<file path="src/rtl/encoder8_to_3_serial_pkg.sv">
// Shared types and helpers for the serial priority encoder.
package enc_pkg;

  localparam int unsigned MAX_VEC_W = 256;

  typedef enum logic {
    IDLE = 1'b0,
    SEND = 1'b1
  } state_t;

  // True when exactly one bit of the (zero-extended) vector is set.
  function automatic logic onehot_count_is_one(input logic [MAX_VEC_W-1:0] vec);
    return (vec != '0) && ((vec & (vec - MAX_VEC_W'(1))) == '0);
  endfunction

endpackage

</file>
<file path="src/rtl/encoder8_to_3_serial_lsb_priority_enc.sv">
// Combinational find-first-set: index of the lowest set bit of a 2**width vector.
module lsb_priority_enc #(
  parameter int unsigned width = 3
) (
  input  logic [(2**width)-1:0] vec_i,
  output logic [width-1:0]      idx_o,
  output logic                  found_o
);

  localparam int unsigned VEC_W = 2**width;

  // Scan downward so the lowest set bit wins.
  always_comb begin
    idx_o   = '0;
    found_o = 1'b0;
    for (int i = int'(VEC_W) - 1; i >= 0; i--) begin
      if (vec_i[i]) begin
        idx_o   = width'(i);
        found_o = 1'b1;
      end
    end
  end

endmodule

</file>
<file path="src/rtl/encoder8_to_3_serial.sv">
// Serial priority encoder: accepts a request vector, emits the index of every set bit, lowest first.
module encoder8_to_3_serial
  import enc_pkg::*;
#(
  parameter int unsigned width = 3
) (
  input  logic                  clk,
  input  logic                  rst,
  input  logic                  in_valid,
  output logic                  in_ready,
  input  logic [(2**width)-1:0] in,
  output logic                  out_valid,
  input  logic                  out_ready,
  output logic [width-1:0]      out,
  output logic                  out_last,
  output logic                  err_zero
);

  localparam int unsigned VEC_W = 2**width;

  state_t            state_q;
  logic [VEC_W-1:0]  pending_q;
  logic              err_zero_q;
  logic [width-1:0]  lsb_idx;
  logic              lsb_found;
  logic              last_beat;

  lsb_priority_enc #(
    .width (width)
  ) u_lsb_enc (
    .vec_i   (pending_q),
    .idx_o   (lsb_idx),
    .found_o (lsb_found)
  );

  assign last_beat = onehot_count_is_one(MAX_VEC_W'(pending_q));

  // Single-process FSM: state, pending bits and the zero-vector flag.
  always_ff @(posedge clk or posedge rst) begin
    if (rst) begin
      state_q    <= IDLE;
      pending_q  <= '0;
      err_zero_q <= 1'b0;
    end else begin
      err_zero_q <= 1'b0;
      case (state_q)
        IDLE: begin
          if (in_valid) begin
            if (in != '0) begin
              pending_q <= in;
              state_q   <= SEND;
            end else begin
              err_zero_q <= 1'b1;
            end
          end
        end
        SEND: begin
          if (out_ready) begin
            pending_q <= pending_q & ~(VEC_W'(1) << lsb_idx);
            if (last_beat) begin
              state_q <= IDLE;
            end
          end
        end
        default: begin
          state_q   <= IDLE;
          pending_q <= '0;
        end
      endcase
    end
  end

  // Outputs decode only registered state, so no input reaches an output combinationally.
  assign in_ready  = (state_q == IDLE);
  assign out_valid = (state_q == SEND) && lsb_found;
  assign out       = lsb_idx;
  assign out_last  = (state_q == SEND) && last_beat;
  assign err_zero  = err_zero_q;

endmodule

</file>
<file path="config.mk">
export PLATFORM = sky130hd
export DESIGN_NAME = encoder8_to_3_serial
export DESIGN_NICKNAME = d
export VERILOG_FILES = /design/src/rtl/encoder8_to_3_serial_pkg.sv /design/src/rtl/encoder8_to_3_serial_lsb_priority_enc.sv /design/src/rtl/encoder8_to_3_serial.sv
export SDC_FILE = /design/constraint.sdc
export NUM_CORES = 1
export LEC_CHECK = 0
export ABC_CLOCK_PERIOD_IN_PS = 6000
export BUFFER_PORTS_ARGS = -buffer_cell sky130_fd_sc_hd__buf_4
export CAP_MARGIN = 0
export CORE_MARGIN = 4
export CORE_UTILIZATION = 50
export CTS_CLUSTER_DIAMETER = 30
export DETAILED_ROUTE_END_ITERATION = 6
export PLACE_DENSITY = 0.77
export SYNTH_ARGS = -nofsm -noshare
export SYNTH_HDL_FRONTEND = slang
export SYNTH_SLANG_ARGS = --single-unit
export TNS_END_PERCENT = 1
</file>
<file path="constraint.sdc">
create_clock -name clk -period 6 [get_ports clk]
set_input_delay 1.5 -clock clk [delete_from_list [all_inputs] [get_ports clk]]
set_output_delay 1.5 -clock clk [all_outputs]
set_load 0.005 [all_outputs]
</file>
==> run_results.csv <==
group,metric,value,unit
status,status,"finished, final reports clean",
route,routedWlPerCell,16.7,um
synth,netlist_area,738,sq um
route,postRouteAntennaNets,0,
clock_tree,cts_resized,0,
critical_path,critPathLaunchType,"register",
placed_design,numPortBuffers,18,
sta,slew_headroom,58.2,%
route,route.met3.wl,155,um
critical_path,crit_slowest_cell,"nor4_1",
sta,period_share,57.7,%
finish,area_growth,18.1,%
synth,yosys.area_share.simple,20.5,%
route,maxUsedRoutingLayer,"met4",
synth,synth-xor-area-share,1.19,%
synth,synthAdderAreaFrac,0,%
route,wl_met2,829,um
finish,drive_gt1_share,28.6,%
critical_path,crit_path_max_fanout,9,
route,wl,1880,um
sta,fin_setup_tns,0,ns
floorplanning,fp.coreArea,1350,sq um
sta,drv_slew,0,
sta,period_needed,3.46,ns
power_and_ir_drop,powerDensity,537,nW/um^2
clock_tree,postCtsHoldBufs,0,
sta,fmax,0.289,GHz
critical_path,critical_path.top_delay_family,"simple AND/OR/NAND/NOR gates",
global_route,grt.overflow.total,0,
finish,nFillCells,125,
sta,worstMarginPinSlew,0.625,ns
placed_design,place_congestion,0.791,
synth,yosysTopAreaCell,"dfrtp_1",
floorplanning,die_area,2160,sq um
clock_tree,clockRootBuffer,"clkbuf_4",
critical_path,critical_path_class,"reg2out",
floorplanning,rows,13,
synth,synthMuxAreaShare,0,%
placed_design,hpwl,1430,um
sta,setup_violations,0,
finish,nets,111,
critical_path,end_kind,"output port",
global_route,first_global_vias,643,
clock_tree,htree_levels,1,
power_and_ir_drop,irDropWorstVdd,0.000250,V
floorplanning,die_x,46.4,um
route,drt_iter0_markers,29,
floorplanning,num_io_pins,19,
synth,syn_nets,95,
worst_hold_path,hold_class,"reg2reg",
clock_tree,clk_path_buf_depth,2,
route,drtPass1Iterations,4,
route,wl_met1,855,um
critical_path,worst_path_largest_cell_delay,0.52,ns
synth,synth-compound-area-share,34.2,%
finish,antenna_cells,0,
critical_path,required,4.50,ns
sta,fin_skew,0.00896,ns
sta,grt_setup_unrepaired,"no",
critical_path,arrival,1.96,ns
synth,ys_ff_latch,10,
clock_tree,clkSinkCount,10,
synth,netlist.area_leader.share,33.9,%
global_route,antenna_found_initial,0,
clock_tree,cts_made_buffers,3,
global_route,grt_max_degree,12,
synth,yosysWarnings,0,
route,via_per_inst,6.19,
sta,hold_viol_final,0,
synth,ys_types,39,
critical_path,crit_buf_inv,1,
finish,final_common_cell,"buf_4",
synth,synth_cells,83,
synth,synthTopCellsByArea,"dfrtp_1 34%, o21ai_1 4.7%, nand2_1 3.6%",
clock_tree,cts_tree,"yes",
global_route,grt_pass1_wl,3040,um
placed_design,post-place-cells,109,
job,drv_cap,0,
finish,fin_cells,113,
synth,seq_area_frac_synth,33.9,%
route,vias,700,
critical_path,timing.critical_path.cells,"nor4_1 > o21ai_0 > a22oi_2 > and2_1 > buf_4",
clock_tree,clk_pin_slew_worst_paths,0.07,ns
global_route,grt_usage,21.0,%
clock_tree,postCtsSetupBuffers,0,
route,drc,0,
synth,synth_top_family_by_area,"compound AO/OA/AOI/OAI gates",
synth,avgSynthCellArea,8.89,sq um
floorplanning,die_h,46.4,um
power_and_ir_drop,p_leak,0.000389,uW
floorplanning,start_util,54.7,%
clock_tree,clock_latency,0.28,ns
finish,final_cell_mix,"18 x buf_4, 10 x dfrtp_1, 7 x nand2_1, 7 x o21ai_1, 5 x inv_1",
-- power breakdown --
group	internal [uW]	total (uW)	switching [uW]
logic	140	258	119
clock network	36.9	60.8	23.9
registers	90.5	150	59.1
-- cell usage after synthesis --
library cell and instances:
a21boi_0 1, o21ai_1 7, inv_1 5, nor4_2 1
buf_8 1, and3_1 1, clkbuf_4 2, a21bo_1 1
clkbuf_1 2, a32oi_1 3, buf_6 1, nand2_1 7
or3_1 2, nor2b_1 2, a21oi_1 2, a2bb2oi_1 2
o21a_1 1, nor3_1 2, nor2_1 2, xor2_1 1
a31oi_1 1, o21ai_0 3, or4_4 1, a2111oi_0 2
nor4_1 4, o21bai_1 1, o22ai_1 1, and2_1 2
or2b_2 1, a211oi_1 1, or2_1 1, o21ba_2 1
dfrtp_1 10, a32o_1 1, a22oi_1 3, a22o_1 1
a22oi_2 1, a2111oi_2 1, buf_4 1
-- worst paths after layout --
| check | slack, ns | startpoint | end | cells past startpoint |
|---|---|---|---|---|
| worst max-delay path | 2.54 | pending_q[3] | out_last | 5 |
| worst min-delay path | 0.66 | pending_q[7] | pending_q[7] | 2 |
| worst max register to register | 4.06 | state_q | pending_q[5] | 4 |
| worst min register to register | 0.66 | pending_q[7] | pending_q[7] | 2 |
| max in group asynchronous | 4.53 | rst | pending_q[1] | 2 |
| min in group asynchronous | 1.20 | rst | pending_q[2] | 2 |
-- kinds of logic (layout without fill, tap and decap cells) --
family,Yosys count,count (layout)
flops,10,10
buf+inv,12,27
simple gates,26,26
compound gates,34,34
xor+xnor,1,1
-- cell type report --
cell class                      count  area [sq um]  area share (%)
Timing Repair Buffer               18           135            15.5
Multi-Input combinational cell     61           413            47.3
Sequential cell                    10           250            28.7
Tap cell                           15          18.8            2.15
Clock buffer                        4          36.3            4.16
Inverter                            5          18.8            2.15
-- sequential cells by signal (all words and copies together), names as in the netlist --
name,cells
pending_q,8
err_zero,1
state_q,1
-- metal layers --
metal  up-vias  GRT usage, %
met5         -             0
met4         0          13.1
met3         5          6.25
met2        31          31.9
met1       318          25.5
li1        346             -
-- worst reg2reg max path: cells and delay by family, from the launching register on --
| kind | cells | cell delay (ns) |
|---|---|---|
| and+or+nand+nor | 1 | 0.55 |
| DFF | 1 | 0.49 |
| AOI/OAI and AO/OA | 3 | 0.76 |
-- stage by stage --
stage          power [uW]  cell area, sq um  hold WS [ns]  util [%]  worst slack, ns
2_1_floorplan         329               738         0.566         -             3.03
4_1_cts               469               872         0.665      64.6             2.49
6_report              469               872         0.664      64.6             2.54
5_1_grt               506               872         0.699      64.6             2.36
3_5_place_dp          407               836         0.658      61.9             2.84
3_3_place_gp          401               836         0.650      61.9             2.88
No activity file was read; power rests on OpenSTA's default activity.
